--- src/rtl/fp_mul_seq.sv ---
// Sequential floating-point multiplier: shift-add significand multiply over N cycles,
// followed by normalise, round (RNE/RTZ) and range check, behind a start/done handshake.
module fp_mul_seq #(
    parameter int EXP_W = 8,
    parameter int MAN_W = 23,
    parameter int BPC   = 1,
    localparam int W    = 1 + EXP_W + MAN_W
) (
    input  logic         clk,
    input  logic         rst,
    input  logic         start_i,
    input  logic         rm_i,
    input  logic [W-1:0] a_i,
    input  logic [W-1:0] b_i,
    output logic         busy_o,
    output logic         done_o,
    output logic [W-1:0] product_o,
    output logic         nan_o,
    output logic         infinite_o,
    output logic         overflow_o,
    output logic         underflow_o,
    output logic         inexact_o
);
    localparam int M    = MAN_W + 1;
    localparam int N    = (M + BPC - 1) / BPC;
    localparam int PW   = 2 * M;
    localparam int MW   = N * BPC;
    localparam int XW   = EXP_W + 2;
    localparam int CW   = $clog2(N + 1);
    localparam int BIAS = 2 ** (EXP_W - 1) - 1;
    localparam int EMAX = 2 ** EXP_W - 1;

    typedef enum logic [2:0] {S_IDLE, S_UNPACK, S_MULT, S_NORM, S_ROUND, S_DONE} state_t;
    typedef enum logic [1:0] {SP_NONE, SP_NAN, SP_INF, SP_ZERO} special_t;

    state_t         state_q, state_d;
    special_t       special_q, special_d;
    logic [W-1:0]   a_q, a_d, b_q, b_d, product_q, product_d;
    logic           rm_q, rm_d, sign_q, sign_d;
    logic [XW-1:0]  exp_q, exp_d;
    logic [PW-1:0]  acc_q, acc_d, mcand_q, mcand_d;
    logic [MW-1:0]  mplier_q, mplier_d;
    logic [CW-1:0]  cnt_q, cnt_d;
    logic [M-1:0]   sig_q, sig_d;
    logic           g_q, g_d, s_q, s_d;
    logic           busy_q, busy_d, done_q, done_d;
    logic           nan_q, nan_d, inf_q, inf_d, ovf_q, ovf_d, unf_q, unf_d, inx_q, inx_d;

    logic [EXP_W-1:0] ea, eb;
    logic [MAN_W-1:0] fa, fb;
    logic             a_nan, b_nan, a_inf, b_inf, a_zero, b_zero;
    logic [PW-1:0]    pp;
    logic             inc, carry, ovf_w, unf_w;
    logic [M:0]       rnd;
    logic [MAN_W-1:0] frac_r;
    logic [XW-1:0]    exp_r;
    logic [W-1:0]     res_w;
    logic [4:0]       flags_w;

    always_comb begin
        ea     = a_q[W-2:MAN_W];
        eb     = b_q[W-2:MAN_W];
        fa     = a_q[MAN_W-1:0];
        fb     = b_q[MAN_W-1:0];
        a_nan  = (&ea) & (|fa);
        b_nan  = (&eb) & (|fb);
        a_inf  = (&ea) & ~(|fa);
        b_inf  = (&eb) & ~(|fb);
        a_zero = ~(|ea);
        b_zero = ~(|eb);
        pp     = mcand_q * PW'(mplier_q[BPC-1:0]);
    end

    // Rounding and range check; the ROUND state latches this into the outputs.
    always_comb begin
        inc    = ~rm_q & g_q & (s_q | sig_q[0]);
        rnd    = {1'b0, sig_q} + (M+1)'(inc);
        carry  = rnd[M];
        frac_r = carry ? rnd[MAN_W:1] : rnd[MAN_W-1:0];
        exp_r  = exp_q + XW'(carry);
        ovf_w  = $signed(exp_r) >= $signed(XW'(EMAX));
        unf_w  = $signed(exp_r) < $signed(XW'(1));
        res_w  = {sign_q, exp_r[EXP_W-1:0], frac_r};
        flags_w = {4'b0000, g_q | s_q};
        case (special_q)
            SP_NAN: begin
                res_w   = {1'b0, {EXP_W{1'b1}}, 1'b1, {(MAN_W-1){1'b0}}};
                flags_w = 5'b10000;
            end
            SP_INF: begin
                res_w   = {sign_q, {EXP_W{1'b1}}, {MAN_W{1'b0}}};
                flags_w = 5'b01000;
            end
            SP_ZERO: begin
                res_w   = {sign_q, {(W-1){1'b0}}};
                flags_w = 5'b00000;
            end
            default: begin
                if (ovf_w) begin
                    if (rm_q) begin
                        res_w   = {sign_q, {(EXP_W-1){1'b1}}, 1'b0, {MAN_W{1'b1}}};
                        flags_w = 5'b00101;
                    end else begin
                        res_w   = {sign_q, {EXP_W{1'b1}}, {MAN_W{1'b0}}};
                        flags_w = 5'b01101;
                    end
                end else if (unf_w) begin
                    res_w   = {sign_q, {(W-1){1'b0}}};
                    flags_w = 5'b00011;
                end
            end
        endcase
    end

    always_comb begin
        state_d   = state_q;
        special_d = special_q;
        a_d       = a_q;
        b_d       = b_q;
        rm_d      = rm_q;
        sign_d    = sign_q;
        exp_d     = exp_q;
        acc_d     = acc_q;
        mcand_d   = mcand_q;
        mplier_d  = mplier_q;
        cnt_d     = cnt_q;
        sig_d     = sig_q;
        g_d       = g_q;
        s_d       = s_q;
        busy_d    = busy_q;
        done_d    = done_q;
        product_d = product_q;
        nan_d     = nan_q;
        inf_d     = inf_q;
        ovf_d     = ovf_q;
        unf_d     = unf_q;
        inx_d     = inx_q;
        case (state_q)
            S_IDLE: begin
                if (start_i) begin
                    state_d = S_UNPACK;
                    a_d     = a_i;
                    b_d     = b_i;
                    rm_d    = rm_i;
                    busy_d  = 1'b1;
                end
            end
            S_UNPACK: begin
                state_d  = S_MULT;
                sign_d   = a_q[W-1] ^ b_q[W-1];
                exp_d    = XW'(ea) + XW'(eb) - XW'(BIAS);
                acc_d    = '0;
                mcand_d  = PW'({1'b1, fa});
                mplier_d = MW'({1'b1, fb});
                cnt_d    = '0;
                if (a_nan | b_nan | (a_inf & b_zero) | (b_inf & a_zero))
                    special_d = SP_NAN;
                else if (a_inf | b_inf)
                    special_d = SP_INF;
                else if (a_zero | b_zero)
                    special_d = SP_ZERO;
                else
                    special_d = SP_NONE;
            end
            S_MULT: begin
                acc_d    = acc_q + pp;
                mcand_d  = mcand_q << BPC;
                mplier_d = mplier_q >> BPC;
                cnt_d    = cnt_q + CW'(1);
                if (cnt_q == CW'(N - 1))
                    state_d = S_NORM;
            end
            S_NORM: begin
                state_d = S_ROUND;
                exp_d   = exp_q + XW'(acc_q[PW-1]);
                if (acc_q[PW-1]) begin
                    sig_d = acc_q[PW-1:M];
                    g_d   = acc_q[M-1];
                    s_d   = |acc_q[M-2:0];
                end else begin
                    sig_d = acc_q[PW-2:M-1];
                    g_d   = acc_q[M-2];
                    s_d   = |acc_q[M-3:0];
                end
            end
            S_ROUND: begin
                state_d   = S_DONE;
                done_d    = 1'b1;
                product_d = res_w;
                {nan_d, inf_d, ovf_d, unf_d, inx_d} = flags_w;
            end
            S_DONE: begin
                state_d = S_IDLE;
                done_d  = 1'b0;
                busy_d  = 1'b0;
            end
            default: state_d = S_IDLE;
        endcase
    end

    always_ff @(posedge clk) begin
        if (rst) begin
            state_q   <= S_IDLE;
            special_q <= SP_NONE;
            a_q       <= '0;
            b_q       <= '0;
            rm_q      <= 1'b0;
            sign_q    <= 1'b0;
            exp_q     <= '0;
            acc_q     <= '0;
            mcand_q   <= '0;
            mplier_q  <= '0;
            cnt_q     <= '0;
            sig_q     <= '0;
            g_q       <= 1'b0;
            s_q       <= 1'b0;
            busy_q    <= 1'b0;
            done_q    <= 1'b0;
            product_q <= '0;
            nan_q     <= 1'b0;
            inf_q     <= 1'b0;
            ovf_q     <= 1'b0;
            unf_q     <= 1'b0;
            inx_q     <= 1'b0;
        end else begin
            state_q   <= state_d;
            special_q <= special_d;
            a_q       <= a_d;
            b_q       <= b_d;
            rm_q      <= rm_d;
            sign_q    <= sign_d;
            exp_q     <= exp_d;
            acc_q     <= acc_d;
            mcand_q   <= mcand_d;
            mplier_q  <= mplier_d;
            cnt_q     <= cnt_d;
            sig_q     <= sig_d;
            g_q       <= g_d;
            s_q       <= s_d;
            busy_q    <= busy_d;
            done_q    <= done_d;
            product_q <= product_d;
            nan_q     <= nan_d;
            inf_q     <= inf_d;
            ovf_q     <= ovf_d;
            unf_q     <= unf_d;
            inx_q     <= inx_d;
        end
    end

    assign busy_o      = busy_q;
    assign done_o      = done_q;
    assign product_o   = product_q;
    assign nan_o       = nan_q;
    assign infinite_o  = inf_q;
    assign overflow_o  = ovf_q;
    assign underflow_o = unf_q;
    assign inexact_o   = inx_q;
endmodule
--- config.mk ---
export PLATFORM = sky130hd
export DESIGN_NAME = fp_mul_seq
export DESIGN_NICKNAME = d
export VERILOG_FILES = /design/src/rtl/fp_mul_seq.sv
export SDC_FILE = /design/constraint.sdc
export NUM_CORES = 1
export LEC_CHECK = 0
export BUFFER_PORTS_ARGS = -buffer_cell sky130_fd_sc_hd__buf_2
export CAP_MARGIN = 20
export CORE_MARGIN = 3
export CORE_UTILIZATION = 45
export DETAILED_ROUTE_END_ITERATION = 6
export PLACE_DENSITY_LB_ADDON = 0.08
export SYNTH_ARGS = -nofsm -noshare
export SYNTH_HDL_FRONTEND = slang
export SYNTH_SLANG_ARGS = --single-unit
--- constraint.sdc ---
create_clock -name clk -period 7.4 [get_ports clk]
set_input_delay 1.85 -clock clk [delete_from_list [all_inputs] [get_ports clk]]
set_output_delay 1.85 -clock clk [all_outputs]
set_load 0.05 [all_outputs]
==> reports/qor.yml <==
power:
  comb_power_share_pct: 12.1
  power_density_mw_per_mm2: 214.0
  power_switching_share_pct: 28.11
  seq_power_share_pct: 45.4
  leakage_nw: 6.507
  p_total_mw: 3.499
  p_int_mw: 2.515
  peakVddDrop_mv: 0.2074
  clockPowerShare_pct: 42.4
  p_sw_mw: 0.9836
timing:
  finClkSkew_ns: 0.02142
  grt_setup_unrepaired: "false"
  slew_violations: 0
  max_clock_freq_mhz: 212.2
  whs_ns: 0.4477
  final_hold_viol_count: 0
  worst_slew_pin_slew_ns: 1.102
  fin_tns_setup_ns: 0
  slew_headroom_pct: 26.51
  period_needed_ns: 4.712
  setup_viol: 0
  fin_crit_sh_pct: 63.67
clock_network:
  cts_root_buf: "clkbuf_16"
  ctsResizeCount: 0
  clock_sinks: 271
  cts_tree: "done"
  clkTransAtPathRegs_ns: 0.06
  postCtsSetupBuffers: 0
  insertion_delay_ns: 0.58
  ctsHtreeMaxLevel: 1
  clk_path_buf_depth: 3
  cts_hold_buf: 0
  cts_made_buffers: 31
worst_setup_path:
  critPathMaxFanout: 17
  cp.buffers_inverters: 0
  r2r_slack_ns: 2.69
  path_common_cell: "ha_1"
  worst_r2r_path_depth: 16
  endpoint_kind: "register"
  worst-setup-path-type: "reg2reg"
  critical_path.max_stage_delay_ns: 0.60
  worstPathArrival_ns: 5.19
  critPathLaunchType: "register"
  timing.rr.start: "rm_q"
  worstReg2RegEnd: "product_o[14]"
  slowest_stage: "or3_1"
  critPathTopFamily: "simple AND/OR/NAND/NOR gates"
  path_cells: "nor3b_1, ha_1, ha_1, nand4_1, nor2_1, nand3_1, nor2_1, ha_1, nand4_1, or4_4, a211oi_2, a21boi_1, or3_1, o21ai_4, a21oi_1, a21o_1"
  critPathRequiredTime_ns: 7.88
synthesis:
  yosys.area.top_type: "dfxtp_1"
  yosysTopAreaCellShare_pct: 37.16
  synth_edf_count: 0
  synth_cell_types: 69
  syn-num-nets: 1968
  synth_cells: 1825
  ys_seq_area_share_pct: 37.16
  synth_area_leaders: "dfxtp_1 (37%), nand2_1 (7.0%), a21oi_1 (6.6%)"
  yosys_most_used_dff: "dfxtp_1"
  postSynth.asyncResetShare_pct: 0
  syn_area_mm2: 0.01460
  yosysWarnings: 0
  synth_seq_cells: 271
  synth_area_per_cell_um2: 7.999
global_route:
  grt_max_degree: 115
  gr-total-overflow: 0
  grt_pass1_wl_um: 62980
  grt_pass1_vias: 12090
  antenna_found_initial: 0
  grt_use_total_pct: 21.93
routing:
  dr_wl_met3_um: 1708
  firstDrtPassIters: 5
  via_count: 13040
  final_antenna_net_count: 0
  drc_errors: 0
  initialDrtViolationCount: 760
  wl_met2_um: 17670
  wl_per_cell_um: 16.59
  m1WireLength_um: 18180
  via_per_inst: 5.644
  wl_um: 38330
  maxUsedRoutingLayer: "met4"
min_path:
  hold_depth: 1
  holdCritStartpoint: "product_o[14]"
  hold_end: "product_o[14]"
  hp-class: "reg2reg"
floorplan:
  rows: 65
  start_util_pct: 45.91
  die_area_mm2: 0.03464
  fp.dieW_um: 186.1
  core_area_mm2: 0.03180
  die_h_um: 186.1
  ios: 107
run_status:
  run_status: "completed"
cells_and_area:
  design_area_mm2: 0.01635
  syn2layout_area_growth_pct: 12.02
  post_route_cells_drive_above_1_share_pct: 10.51
  diodes: 0
  final_net_count: 1996
placed_design:
  post_dp_cell_area_mm2: 0.01532
  finalWeightedCongestion: 0.8731
  port_buffers: 106
  dp_hpwl_um: 26720
run:
  drv_cap: 0
-- metrics by stage --
| step | std cells | setup WS, ns | util [%] |
|---|---|---|---|
| 2_1_floorplan | 1825 | 3.476 | - |
| 3_3_place_gp | 2251 | 2.861 | 48.14 |
| 3_5_place_dp | 2252 | 2.722 | 48.18 |
| 4_1_cts | 2307 | 2.713 | 51.25 |
| 5_1_grt | 2310 | 2.399 | 51.42 |
| 6_report | 2310 | 2.688 | 51.42 |
-- state kept, by name, summed over array words and instances, names as in the netlist --
name	count
a_q	32
acc_q	48
b_q	32
busy_o	1
cnt_q	5
done_o	1
exp_q	10
g_q	1
inexact_o	1
infinite_o	1
mcand_q	48
mplier_q	24
nan_o	1
overflow_o	1
product_o	32
rm_q	1
s_q	1
sig_q	24
sign_q	1
special_q	2
state_q	3
underflow_o	1
-- worst max-delay path by stage --
stage | startpoint | end | slack, ns | cells after the start
final | rm_q | product_o[14] | 2.69 | 16
after global routing | rm_q | product_o[12] | 2.40 | 16
after CTS | rm_q | product_o[6] | 2.71 | 16
after detailed placement | rm_q | product_o[6] | 2.72 | 16
after global placement | rm_q | product_o[14] | 2.86 | 16
after floorplan | rm_q | product_o[12] | 3.48 | 18
-- cell type report --
cell class              instances  area (µm²)
multi-input cells            1403        8618
inverters                      23       86.33
well taps                     435       544.3
fillers                      3146       15450
clock inverters                14       143.9
flip-flops and latches        271        5425
clock buffers                  41       833.3
repair buffers                123       700.7
-- power by group through the flow --
stage | combinational, mW | sequential (mW) | clock, mW
2_1_floorplan | 0.315 | 1.60 | 0
3_3_place_gp | 0.418 | 1.62 | 0
3_5_place_dp | 0.423 | 1.62 | 0
4_1_cts | 0.426 | 1.59 | 1.53
5_1_grt | 0.481 | 1.60 | 1.59
6_report | 0.425 | 1.59 | 1.49
-- cells in the mapped netlist (5+ instances only) --
cell type,count
nand3_1,30
a21boi_0,5
nor4_1,23
nand4_1,32
mux2i_1,28
or3_1,5
o211ai_1,6
clkbuf_1,110
a22oi_1,102
nor3_1,12
o22ai_1,6
inv_1,23
nand2b_1,7
ha_1,73
a22o_1,32
o21a_1,8
and2_1,51
nor2_1,171
xor2_1,28
a21o_1,40
nand2_1,273
buf_1,10
nor2b_1,7
o21bai_1,8
a31oi_1,20
and3_1,16
o21ai_0,73
xnor2_1,46
a21oi_1,192
dfxtp_1,271
or2_2,6
a211oi_1,34
-- worst register-to-register path, stage by stage (launching register included) --
cell	delay (ns)
dfxtp_1	0.43
nor3b_1	0.27
ha_1	0.23
ha_1	0.22
nand4_1	0.15
nor2_1	0.23
nand3_1	0.10
nor2_1	0.27
ha_1	0.36
nand4_1	0.30
or4_4	0.51
a211oi_2	0.18
a21boi_1	0.14
or3_1	0.60
o21ai_4	0.36
a21oi_1	0.08
a21o_1	0.17
-- kinds of logic (layout without fill, tap and decap cells) --
logic type / after synthesis / after routing / synth area share (%)
AO/OA/AOI/OAI: 572 / 572 / 25.42
XOR/XNOR: 74 / 74 / 4.440
adder cells (fa/ha/maj): 75 / 75 / 6.531
buffers and inverters: 151 / 201 / 4.054
flip-flops: 271 / 271 / 37.16
multiplexers: 31 / 31 / 2.151
AND/OR/NAND/NOR: 651 / 651 / 20.24
-- routing by layer --
layer / GRT usage [%] / vias to the layer above
li1: - / 6629
met1: 30.63 / 6102
met2: 36.36 / 257
met3: 3.029 / 50
met4: 4.736 / 0
met5: 0 / -
-- cell usage in the layout (no fill, tap or decap), types with 5 or more instances in the layout --
master,n
xnor2_1,46
ha_1,73
a21oi_1,192
o21bai_1,8
o21ai_0,73
or2_2,6
dfxtp_1,271
nor2b_1,7
o22ai_1,6
and3_1,16
nand4_1,32
and2_1,51
a22o_1,32
buf_4,14
xor2_1,28
nor2_4,5
o21a_1,8
mux2i_1,28
nand2_1,273
clkinv_2,8
a21boi_0,5
a21o_1,40
nor4_1,23
a22oi_1,102
o211ai_1,6
or3_1,5
nor2_1,166
nor3_1,11
clkbuf_1,8
clkbuf_16,31
inv_1,23
buf_2,105
nand2b_1,7
a211oi_1,34
nand3_1,30
a31oi_1,20
No activity file was read; power rests on OpenSTA's default activity.
